==> config.mk <==
export PLATFORM = sky130hd
export DESIGN_NAME = fb_port_arbiter
export DESIGN_NICKNAME = d
export VERILOG_FILES = /design/src/rtl/fb_port_arbiter.sv
export SDC_FILE = /design/constraint.sdc
export NUM_CORES = 1
export LEC_CHECK = 0
export CAP_MARGIN = 10
export CELL_PAD_IN_SITES_DETAIL_PLACEMENT = 0
export CELL_PAD_IN_SITES_GLOBAL_PLACEMENT = 1
export CORE_AREA = 2 2 96 98
export CTS_CLUSTER_SIZE = 12
export DETAILED_ROUTE_END_ITERATION = 12
export DIE_AREA = 0 0 98 100
export HOLD_SLACK_MARGIN = 0.08
export PLACE_DENSITY = 0.79
export SLEW_MARGIN = 20
export SYNTH_ARGS = -nofsm -noshare
export SYNTH_HDL_FRONTEND = slang
export SYNTH_SLANG_ARGS = --single-unit
export TNS_END_PERCENT = 30
==> constraint.sdc <==
create_clock -name clock -period 1.5 [get_ports clock]
set_clock_uncertainty 0.2 [all_clocks]
set_input_delay 0.15 -clock clock [delete_from_list [all_inputs] [get_ports clock]]
set_output_delay 0.15 -clock clock [all_outputs]
set_load 0.005 [all_outputs]
==> src/rtl/fb_port_arbiter.sv <==
// ============================================================================
// fb_port_arbiter : framebuffer RAM port arbiter, scanout vs game logic
// Rev 1.0 : initial release
// ============================================================================
`default_nettype none

module fb_port_arbiter #(
    parameter int ADDR_W       = 19,
    parameter int DATA_W       = 3,
    parameter int STARVE_LIMIT = 8
) (
    input  logic              clock,
    input  logic              reset,
    input  logic              vga_req,
    input  logic [ADDR_W-1:0] vga_addr,
    output logic              vga_valid,
    output logic [DATA_W-1:0] vga_data,
    output logic              vga_miss,
    input  logic              gl_req,
    input  logic              gl_we,
    input  logic [ADDR_W-1:0] gl_addr,
    input  logic [DATA_W-1:0] gl_wdata,
    output logic              gl_gnt,
    output logic              gl_rvalid,
    output logic [DATA_W-1:0] gl_rdata,
    output logic [ADDR_W-1:0] ram_addr,
    output logic              ram_we,
    output logic [DATA_W-1:0] ram_wdata,
    input  logic [DATA_W-1:0] ram_rdata,
    output logic [15:0]       miss_count
);

    localparam int WAIT_W = $clog2(STARVE_LIMIT + 1);
    localparam logic [WAIT_W-1:0] c_limit = WAIT_W'(STARVE_LIMIT);

    typedef enum logic [1:0] {
        IDLE      = 2'd0,
        SERVE_VGA = 2'd1,
        SERVE_GL  = 2'd2
    } state_t;

    state_t             r_state;
    state_t             w_state_next;
    logic [WAIT_W-1:0]  r_wait;
    logic [WAIT_W-1:0]  w_wait_next;
    logic               w_gl_eligible;
    logic               w_force;
    logic               w_miss;

    logic               r_gl_gnt;
    logic               r_ram_we;
    logic [ADDR_W-1:0]  r_ram_addr;
    logic [DATA_W-1:0]  r_ram_wdata;
    logic               r_vga_miss;
    logic [15:0]        r_miss_count;
    logic               r_vga_rd;
    logic               r_gl_rd;

    // State names the owner of the RAM command presented this cycle.
    always_ff @(posedge clock or posedge reset) begin
        if (reset) begin
            r_state <= IDLE;
        end else begin
            r_state <= w_state_next;
        end
    end

    always_comb begin
        w_state_next  = IDLE;
        w_miss        = 1'b0;
        w_wait_next   = r_wait;
        // A request still held in the cycle its grant is visible is the old one.
        w_gl_eligible = gl_req && !r_gl_gnt;
        w_force       = w_gl_eligible && (r_wait >= c_limit);

        if (w_force) begin
            w_state_next = SERVE_GL;
            w_miss       = vga_req;
        end else if (vga_req) begin
            w_state_next = SERVE_VGA;
        end else if (w_gl_eligible) begin
            w_state_next = SERVE_GL;
        end

        if (!w_gl_eligible || (w_state_next == SERVE_GL)) begin
            w_wait_next = '0;
        end else if (r_wait < c_limit) begin
            w_wait_next = r_wait + WAIT_W'(1);
        end
    end

    always_ff @(posedge clock or posedge reset) begin
        if (reset) begin
            r_wait       <= '0;
            r_gl_gnt     <= 1'b0;
            r_ram_we     <= 1'b0;
            r_ram_addr   <= '0;
            r_ram_wdata  <= '0;
            r_vga_miss   <= 1'b0;
            r_miss_count <= '0;
            r_vga_rd     <= 1'b0;
            r_gl_rd      <= 1'b0;
        end else begin
            r_wait     <= w_wait_next;
            r_gl_gnt   <= (w_state_next == SERVE_GL);
            r_ram_we   <= (w_state_next == SERVE_GL) && gl_we;
            r_vga_miss <= w_miss;

            if (w_state_next == SERVE_VGA) begin
                r_ram_addr <= vga_addr;
            end else if (w_state_next == SERVE_GL) begin
                r_ram_addr  <= gl_addr;
                r_ram_wdata <= gl_wdata;
            end

            if (w_miss && (r_miss_count != 16'hFFFF)) begin
                r_miss_count <= r_miss_count + 16'd1;
            end

            // Read data returns one cycle after the command; flag its owner.
            r_vga_rd <= (r_state == SERVE_VGA);
            r_gl_rd  <= (r_state == SERVE_GL) && !r_ram_we;
        end
    end

    assign gl_gnt     = r_gl_gnt;
    assign ram_we     = r_ram_we;
    assign ram_addr   = r_ram_addr;
    assign ram_wdata  = r_ram_wdata;
    assign vga_miss   = r_vga_miss;
    assign miss_count = r_miss_count;
    assign vga_valid  = r_vga_rd;
    assign vga_data   = ram_rdata;
    assign gl_rvalid  = r_gl_rd;
    assign gl_rdata   = ram_rdata;

endmodule

`default_nettype wire

==> results.json <==
{
  "outcome": "finished, violations left",
  "failed_checks": "negative setup slack",
  "wl_microns": 6990,
  "fin_ws_ps": -211,
  "hold_start": "ram_rdata[2]",
  "numCtsBuffers": 5,
  "multiInputGateArea_sq_um": 1380,
  "cts_max_level": 2,
  "ys_ff_latch": 49,
  "ios": 98,
  "worstSetupStartpointType": "flip-flop",
  "synth_top_area_share_pct": 51.6,
  "grt_pass1_vias": 2331,
  "tightest_slew_ps": 281,
  "die_y_microns": 100,
  "crit_start": "miss_count[6]",
  "worstSkewPairLatency_ps": 310,
  "rsz0062_at_grt": "true",
  "first_iter_violations": 48,
  "drc": 0,
  "clk_path_buf_depth": 2,
  "gp_congestion": 0.789,
  "hold_class": "input pin to output pin",
  "grt_max_degree": 50,
  "worstPathMaxFanout": 3,
  "netlist_area_sq_um": 2380,
  "root_buffer": "clkbuf_8",
  "crit_slowest_cell": "dfrtp_1",
  "hold_ws_ps": 100,
  "fillers": 837,
  "numPortBuffers": 88,
  "antenna_found_initial": 0,
  "synth_top_cell_by_area": "dfrtp_1",
  "cts.sinks": 49,
  "r2r_start": "miss_count[6]",
  "critical_path_arrival_ps": 1740,
  "endpoint_kind": "flip-flop",
  "layout_commonest_cell": "dfrtp_1",
  "via_count": 2246,
  "ys_seq_area_share_pct": 51.6,
  "synth_area_leaders": "dfrtp_1, nor2_1, o221a_2",
  "grt.total_usage_pct": 14.5,
  "final_antenna_net_count": 0,
  "drt-pass1-iter-count": 4,
  "nNetsFinal": 426,
  "setup_viol": 39,
  "clkTransAtPathRegs_ps": 90,
  "clock.fmax_mhz": 584,
  "relSlewSlack_pct": 81.2,
  "drv_cap": 0,
  "grt_pass1_wl_microns": 11400,
  "min_period_over_period_pct": 114,
  "critPathTopFamily": "simple AND/OR/NAND/NOR gates",
  "fin_crit_ps": 1710,
  "crit_type": "flip-flop to flip-flop",
  "tns_ps": -4550,
  "wl_per_cell_microns": 14.4,
  "synthCells": 244,
  "ff_latch_area_sq_um": 1230,
  "via_per_inst": 4.62,
  "avgSynthCellArea_sq_um": 9.75,
  "dieArea_sq_um": 9800,
  "yosysWarnings": 0,
  "die_w_microns": 98,
  "diodes": 0,
  "initial_utilization_pct": 26.8,
  "cp.required_ps": 1530,
  "synthDistinctLibCells": 28,
  "slew_viol_final": 0,
  "ir_worst_vdd_mv": 0.407,
  "final_layout_size_suffix_gt1_share_pct": 36.0,
  "rows": 35,
  "max_stage_delay_ps": 360,
  "hpwl_microns": 4530,
  "p_per_area_nw_per_um2": 738,
  "power.leakage_nw": 1.96,
  "syn_nets": 296,
  "core_area_sq_um": 8890,
  "syn_to_final_growth_pct": 79.3,
  "grt_remaining_overflow": 0,
  "crit_chain": "nand4_1, buf_4, or2_4, nor4_4, xor2_1",
  "hold_violations": 0,
  "tritoncts": "built",
  "path_buf_inv": 1,
  "final_cell_mix": "dfrtp_1, clkdlybuf4s50_1, nor2_1"
}
## sequential cells by signal, summed over array words and instances (netlist names)
signal / count
gl_gnt: 1
gl_rvalid: 1
miss_count: 16
r_state: 2
r_wait: 4
ram_addr: 19
ram_wdata: 3
ram_we: 1
vga_miss: 1
vga_valid: 1
## synth_stat cells
cell / number
a31oi_1: 1
a41oi_1: 1
and2_1: 2
and3_1: 2
and4_2: 1
buf_4: 6
clkbuf_1: 10
dfrtp_1: 49
ha_1: 3
inv_1: 5
mux2_2: 4
nand2_1: 28
nand2b_1: 1
nand3_1: 7
nand4_1: 3
nand4_4: 1
nand4b_1: 1
nor2_1: 65
nor2b_1: 4
nor3_1: 7
nor3b_1: 2
nor4_1: 4
nor4_4: 1
o221a_2: 19
or2_1: 1
or2_2: 1
xnor2_1: 3
xor2_1: 12
## layout make-up
cell class                 count  area share (%)
multi-input combinational    174            32.4
timing repair buffer         139            31.8
sequential                    49            28.8
tap                          111            3.26
clock buffer                   5            1.61
clock inverter                 3            1.53
inverter                       5           0.528
## worst reg2reg max path, stage by stage (launching register included)
cell	delay, ps
dfrtp_1	360
nand4_1	160
buf_4	180
or2_4	280
nor4_4	290
xor2_1	170
## logic make-up (layout without fill, tap and decap cells)
| logic type | Yosys count | in the layout | synth area share, % |
|---|---|---|---|
| flops | 49 | 49 | 51.6 |
| mux | 4 | 4 | 1.89 |
| fa+ha+maj | 3 | 3 | 1.58 |
| xor+xnor | 15 | 15 | 5.52 |
| buf+inv | 21 | 152 | 4.26 |
| simple gates | 131 | 131 | 25.6 |
| compound gates | 21 | 21 | 9.63 |
## power by group
part           switching (W)  internal, W  leakage, nW  total, W
Combinational       0.000238     0.000346         1.28  0.000584
Sequential         0.0000398      0.00140        0.611   0.00144
Clock               0.000465     0.000663       0.0681   0.00113
Total               0.000742      0.00240         1.96   0.00315
## through the flow
step           instances  utilization (%)  power [W]  setup slack, ps  instance area [sq um]
2_1_floorplan        244                -    0.00167             -180                   2400
3_3_place_gp         464             41.1    0.00201             -439                   3660
3_5_place_dp         464             41.1    0.00202             -468                   3660
4_1_cts              484             46.4    0.00318             -189                   4120
5_1_grt              486             48.0    0.00328             -317                   4270
6_report             486             48.0    0.00315             -211                   4270
## routing by layer
layer / track usage (%) / part of all wire [%] / vias up / wire length (microns)
met5: 0 / 0 / - / 0
met4: 4.81 / 1.8 / 0 / 125
met3: 2.65 / 4.0 / 10 / 283
met2: 26.0 / 51 / 57 / 3560
met1: 17.7 / 43 / 1090 / 3020
li1: - / - / 1089 / -
## repair_timing
action / CTS / global route
gates resized for setup: 105 / 24
gates cloned: 2 / 0
hold buffers: 1 / 0
pin swaps: 13 / 8
setup endpoints to repair: 79 / 47
buffers inserted: 9 / 2
endpoints found under the hold margin: 49 / 0
## path summary, 6_finish.rpt
kind                                        to  slack, ps  cells after the start
worst max-delay path            miss_count[14]       -210                      5
worst min-delay path               vga_data[2]        100                      0
worst max register to register  miss_count[14]       -210                      5
worst min register to register       vga_valid        230                      1
max in group asynchronous        miss_count[3]        250                      4
min in group asynchronous       miss_count[10]        600                      4
Note: power is estimated with default switching activity, not from simulation.
